## src/rtl/freq_div_pkg.sv

```systemverilog
// Shared definitions for the frequency-divider configuration sequencer:
// FSM state encoding, the bypass divisor value and the default divisor width.
package freq_div_pkg;

    localparam int DEF_DATA_W = 32;

    // Divisor value that makes the divider pass clk straight through.
    localparam int DIV_BYPASS = 0;

    typedef enum logic [1:0] {
        IDLE   = 2'd0,
        HALT   = 2'd1,
        LOAD   = 2'd2,
        COMMIT = 2'd3
    } state_t;

endpackage

```

## src/rtl/freq_div_cfg_ctrl.sv

```systemverilog
// Configuration sequencer in front of the frequency divider.
// Accepts a divisor over valid/ready and drives the divider pins in the order
// halt -> load -> commit -> resume, owning the running state of the divided clock.
// Optional build macro: FREQ_DIV_CFG_RANGE_CHECK_EN rejects non-zero divisors
// outside [MIN_DIV, MAX_DIV] with a one-cycle err pulse instead of loading them.
module freq_div_cfg_ctrl
    import freq_div_pkg::*;
#(
    parameter int                DATA_W        = DEF_DATA_W,
    parameter int                SETTLE_CYCLES = 2,
    parameter logic [DATA_W-1:0] MIN_DIV       = DATA_W'(2),
    parameter logic [DATA_W-1:0] MAX_DIV       = {DATA_W{1'b1}}
) (
    input  logic              clk,
    input  logic              reset,
    input  logic              req_valid,
    input  logic [DATA_W-1:0] req_div,
    output logic              req_ready,
    input  logic              run_en,
    output logic              enable,
    output logic              configDiv,
    output logic [DATA_W-1:0] din,
    output logic              busy,
    output logic              cfg_done,
    output logic [DATA_W-1:0] cur_div,
    output logic              err
);

    // Elaboration-time sanity checks on the configuration.
    if (SETTLE_CYCLES < 1 || SETTLE_CYCLES > 15) begin : g_bad_settle
        $error("SETTLE_CYCLES must lie in 1..15");
    end
    if (MIN_DIV > MAX_DIV) begin : g_bad_range
        $error("MIN_DIV must not exceed MAX_DIV");
    end

    localparam logic [3:0]        SETTLE_LAST = 4'(SETTLE_CYCLES - 1);
    localparam logic [DATA_W-1:0] BYPASS_VAL  = DATA_W'(DIV_BYPASS);

    state_t            state, state_nxt;
    logic [3:0]        cnt, cnt_nxt;
    logic [DATA_W-1:0] cap, cap_nxt;
    logic [DATA_W-1:0] din_nxt, cur_nxt;
    logic              enable_nxt, config_nxt, done_nxt, err_nxt;
    logic              reject, accept;

    assign req_ready = (state == IDLE) && !reset;
    assign busy      = (state != IDLE);

`ifdef FREQ_DIV_CFG_RANGE_CHECK_EN
    // Bypass is always legal; any other value must sit inside the legal range.
    assign reject = req_valid && req_ready && (req_div != BYPASS_VAL) &&
                    ((req_div < MIN_DIV) || (req_div > MAX_DIV));
`else
    assign reject = 1'b0;
`endif
    assign accept = req_valid && req_ready && !reject;

    // State and all registered outputs; reset discards any captured divisor.
    always_ff @(posedge clk) begin
        if (reset) begin
            state     <= IDLE;
            cnt       <= 4'd0;
            cap       <= BYPASS_VAL;
            enable    <= 1'b0;
            configDiv <= 1'b0;
            din       <= BYPASS_VAL;
            cur_div   <= BYPASS_VAL;
            cfg_done  <= 1'b0;
            err       <= 1'b0;
        end else begin
            state     <= state_nxt;
            cnt       <= cnt_nxt;
            cap       <= cap_nxt;
            enable    <= enable_nxt;
            configDiv <= config_nxt;
            din       <= din_nxt;
            cur_div   <= cur_nxt;
            cfg_done  <= done_nxt;
            err       <= err_nxt;
        end
    end

    // Next-state and next-output decode; outputs are set one state ahead so the
    // registered pins line up with the state they belong to.
    always_comb begin
        state_nxt  = state;
        cnt_nxt    = cnt;
        cap_nxt    = cap;
        enable_nxt = enable;
        config_nxt = 1'b0;
        din_nxt    = din;
        cur_nxt    = cur_div;
        done_nxt   = 1'b0;
        err_nxt    = reject;
        case (state)
            IDLE: begin
                enable_nxt = run_en;
                if (accept) begin
                    cap_nxt    = req_div;
                    enable_nxt = 1'b0;
                    state_nxt  = HALT;
                end else if (reject) begin
                    enable_nxt = enable;
                end
            end
            HALT: begin
                // Divided clock is already stopped; present the divisor next.
                enable_nxt = 1'b0;
                config_nxt = 1'b1;
                din_nxt    = cap;
                state_nxt  = LOAD;
            end
            LOAD: begin
                enable_nxt = 1'b0;
                cnt_nxt    = 4'd0;
                state_nxt  = COMMIT;
            end
            COMMIT: begin
                enable_nxt = 1'b0;
                if (cnt == SETTLE_LAST) begin
                    cur_nxt    = cap;
                    done_nxt   = 1'b1;
                    enable_nxt = run_en;
                    state_nxt  = IDLE;
                end else begin
                    cnt_nxt = cnt + 4'd1;
                end
            end
            default: state_nxt = IDLE;
        endcase
    end

endmodule
```

## config.mk

```make
export PLATFORM = sky130hd
export DESIGN_NAME = freq_div_cfg_ctrl
export DESIGN_NICKNAME = d
export VERILOG_FILES = /design/src/rtl/freq_div_pkg.sv /design/src/rtl/freq_div_cfg_ctrl.sv
export SDC_FILE = /design/constraint.sdc
export NUM_CORES = 1
export LEC_CHECK = 0
export BUFFER_PORTS_ARGS = -buffer_cell sky130_fd_sc_hd__buf_2
export CAP_MARGIN = 20
export CORE_UTILIZATION = 47
export CTS_CLUSTER_SIZE = 24
export DETAILED_ROUTE_END_ITERATION = 16
export PLACE_DENSITY = 0.75
export SLEW_MARGIN = 20
export SYNTH_ARGS = -nofsm -noshare
export SYNTH_HDL_FRONTEND = slang
export SYNTH_SLANG_ARGS = --single-unit
```

## constraint.sdc

```tcl
create_clock -name clk -period 1.41 [get_ports clk]
set_input_delay 0.0705 -clock clk [delete_from_list [all_inputs] [get_ports clk]]
set_output_delay 0.0705 -clock clk [all_outputs]
set_load 0.1 [all_outputs]
```

==> flow_summary.yaml <==
floorplanning:
  rows: 33
  initial_utilization_pct: 48.4
  die_area_um2: 8790
  fp.dieW_um: 93.7
  dieHeight_um: 93.7
  coreArea_um2: 8180
  io_pins: 106
cells_and_area:
  nNetsFinal: 619
  syn2layout_area_growth_pct: 35.1
  final_area_um2: 5340
  antennaDiodeCount: 0
  layout-drive-gt1-share_pct: 27.9
  utilization_pct: 65.4
logic_synthesis:
  syn_nets: 482
  netlist_top_cells_area: "dfxtp_1 53%, nand2_1 9.1%, mux2i_1 8.6%"
  ys_seq_area_share_pct: 53.1
  async_flop_share_pct: 0
  synth_edf_count: 0
  yosysUniqueCellTypes: 30
  synth_top_area_cell: "dfxtp_1"
  synth_ff_type: "dfxtp_1"
  yosysWarnings: 0
  syn_area_um2: 3960
  syn-instance-count: 439
  synth_seq_cells: 105
  ys_top_cells_by_count: "105 x dfxtp_1, 96 x nand2_1, 37 x nor2_1"
  post-synth-top-count-cell: "dfxtp_1"
  netlist.area_leader.share_pct: 53.1
  avgSynthCellArea_um2: 9.01
clock_network:
  htree_levels: 3
  insertion_delay_ns: 0.36
  clk_pin_slew_ns: 0.09
  cts_sinks: 105
  cts_tree: "yes"
  cts_made_buffers: 9
  clockBufferDepth: 2
  cts-root-buf: "clkbuf_8"
place:
  place_congestion: 0.754
  port_buffers: 104
  post-place-ws_ns: -0.0632
  dpl.hpwl_um: 5720
  dpl_cell_area_um2: 4680
grt:
  grt_max_degree: 110
  grt_pass1_wl_um: 14700
  gr-total-overflow: 0
  grt_usage_pct: 21.3
  antenna_found_initial: 0
  grt_pass1_vias: 3190
run_status:
  failed_checks: "setup timing"
  status: "finished, violations left"
sta:
  hold_viol: 0
  rsz0062_at_grt: "true"
  clock.fmax_mhz: 703
  drv_slew: 0
  worst_pin_slew_ns: 0.515
  finalSetupTns_ns: -0.0205
  post-route-period-util_pct: 101
  slew-limit-headroom_pct: 65.9
  finalSetupViolations: 2
  fin_ws_ns: -0.0120
  fin_hold_ws_ns: 0.133
  finalClockSkew_ns: 0.0131
  fin_crit_ns: 1.42
detailed_routing:
  wl_per_cell_um: 13.6
  num_vias: 3359
  drc: 0
  drt_iter0_markers: 138
  wirelength_um: 9320
  firstDrtPassIters: 4
  vias_per_cell: 4.90
  ant_nets: 0
worst_setup_path:
  cp.arrival_ns: 1.35
  path_class: "register to output port"
  cp-end-kind: "output port"
  crit_fanout: 4
  critPathRequiredTime_ns: 1.34
  start_kind: "register"
power_and_ir_drop:
  peakVddDrop_mv: 1.97
  cellLeakagePower_nw: 2.26
  power.density_nw_per_um2: 1630
run:
  drv_cap: 0
hold_path:
  hold_path.class: "primary input to register"
through the flow:
| step | power (mW) | std cells |
|---|---|---|
| 2_1_floorplan | 5.78 | 439 |
| 3_3_place_gp | 6.45 | 631 |
| 3_5_place_dp | 6.51 | 631 |
| 4_1_cts | 8.70 | 684 |
| 5_1_grt | 9.12 | 686 |
| 6_report | 8.71 | 686 |
sequential cells by signal (all words and copies together) (netlist names):
signal and cells:
cfg_done 1, state 2, enable 1, configDiv 1
cur_div 32, cnt 4, din 32, cap 32
cells by family (layout without fill, tap and decap cells):
group | after synthesis | count (layout) | synth area share [%]
simple gates | 179 | 179 | 20.3
flops | 105 | 105 | 53.1
compound gates | 75 | 75 | 10.6
buf+inv | 38 | 180 | 5.09
mux | 34 | 34 | 8.60
fa+ha+maj | 7 | 7 | 2.21
other cells | 1 | 1 | 0.0948
repair_timing:
item,CTS,global route
hold endpoints to repair,33,0
endpoints found under the setup margin,22,48
hold buffers,33,0
setup buffers,4,1
resized for setup,6,8
pin swaps,2,1
gates cloned,0,1
path summary, 6_finish.rpt:
path                    start          end  slack [ns]  cells past startpoint
setup / recovery     state[1]         busy       -0.01                      5
hold / removal      req_valid     state[1]        0.13                      3
setup reg to reg     state[1]      din[29]        0.01                      6
hold reg to reg   cur_div[30]  cur_div[30]        0.46                      2
layer usage:
metal | routed length [um] | vias up | GRT usage [%]
met5 | 0 | - | 0
met4 | 112 | 0 | 7.31
met3 | 435 | 8 | 5.26
met2 | 4510 | 85 | 36.6
met1 | 4260 | 1572 | 25.8
li1 | - | 1694 | -
critical path: stages, from the launching register on:
cell        delay (ns)
dfxtp_2           0.35
inv_2             0.08
ha_4              0.15
clkinvlp_4        0.12
buf_12            0.15
buf_12            0.15
power by group:
group / switching (mW) / internal (mW) / leakage (nW)
Sequential: 0.242 / 3.31 / 0.854
Combinational: 2.04 / 1.19 / 1.30
Clock: 1.04 / 0.892 / 0.105
area by class of cell:
class	instances	area, um2
Clock buffer	10	138
Clock inverter	6	75.1
Fill cell	666	2830
Inverter	5	22.5
Multi-Input combinational cell	296	1710
Sequential cell	105	2110
Tap cell	105	131
Timing Repair Buffer	159	1160
cells in the final DEF (no fill, tap or decap), types with 2 or more instances in the layout:
cell,n
dfxtp_1,101
buf_2,101
nand2_1,96
a21oi_1,35
nand2b_1,35
nor2_1,35
mux2i_1,34
o21ai_0,34
dlygate4sd3_1,33
buf_4,13
clkbuf_8,10
buf_12,8
ha_1,4
dfxtp_2,4
inv_2,3
clkinv_4,3
clkinvlp_4,2
nor2_2,2
nor2b_1,2
nand3_1,2
ha_4,2
buf_6,2
(Power assumes the default switching activity.)
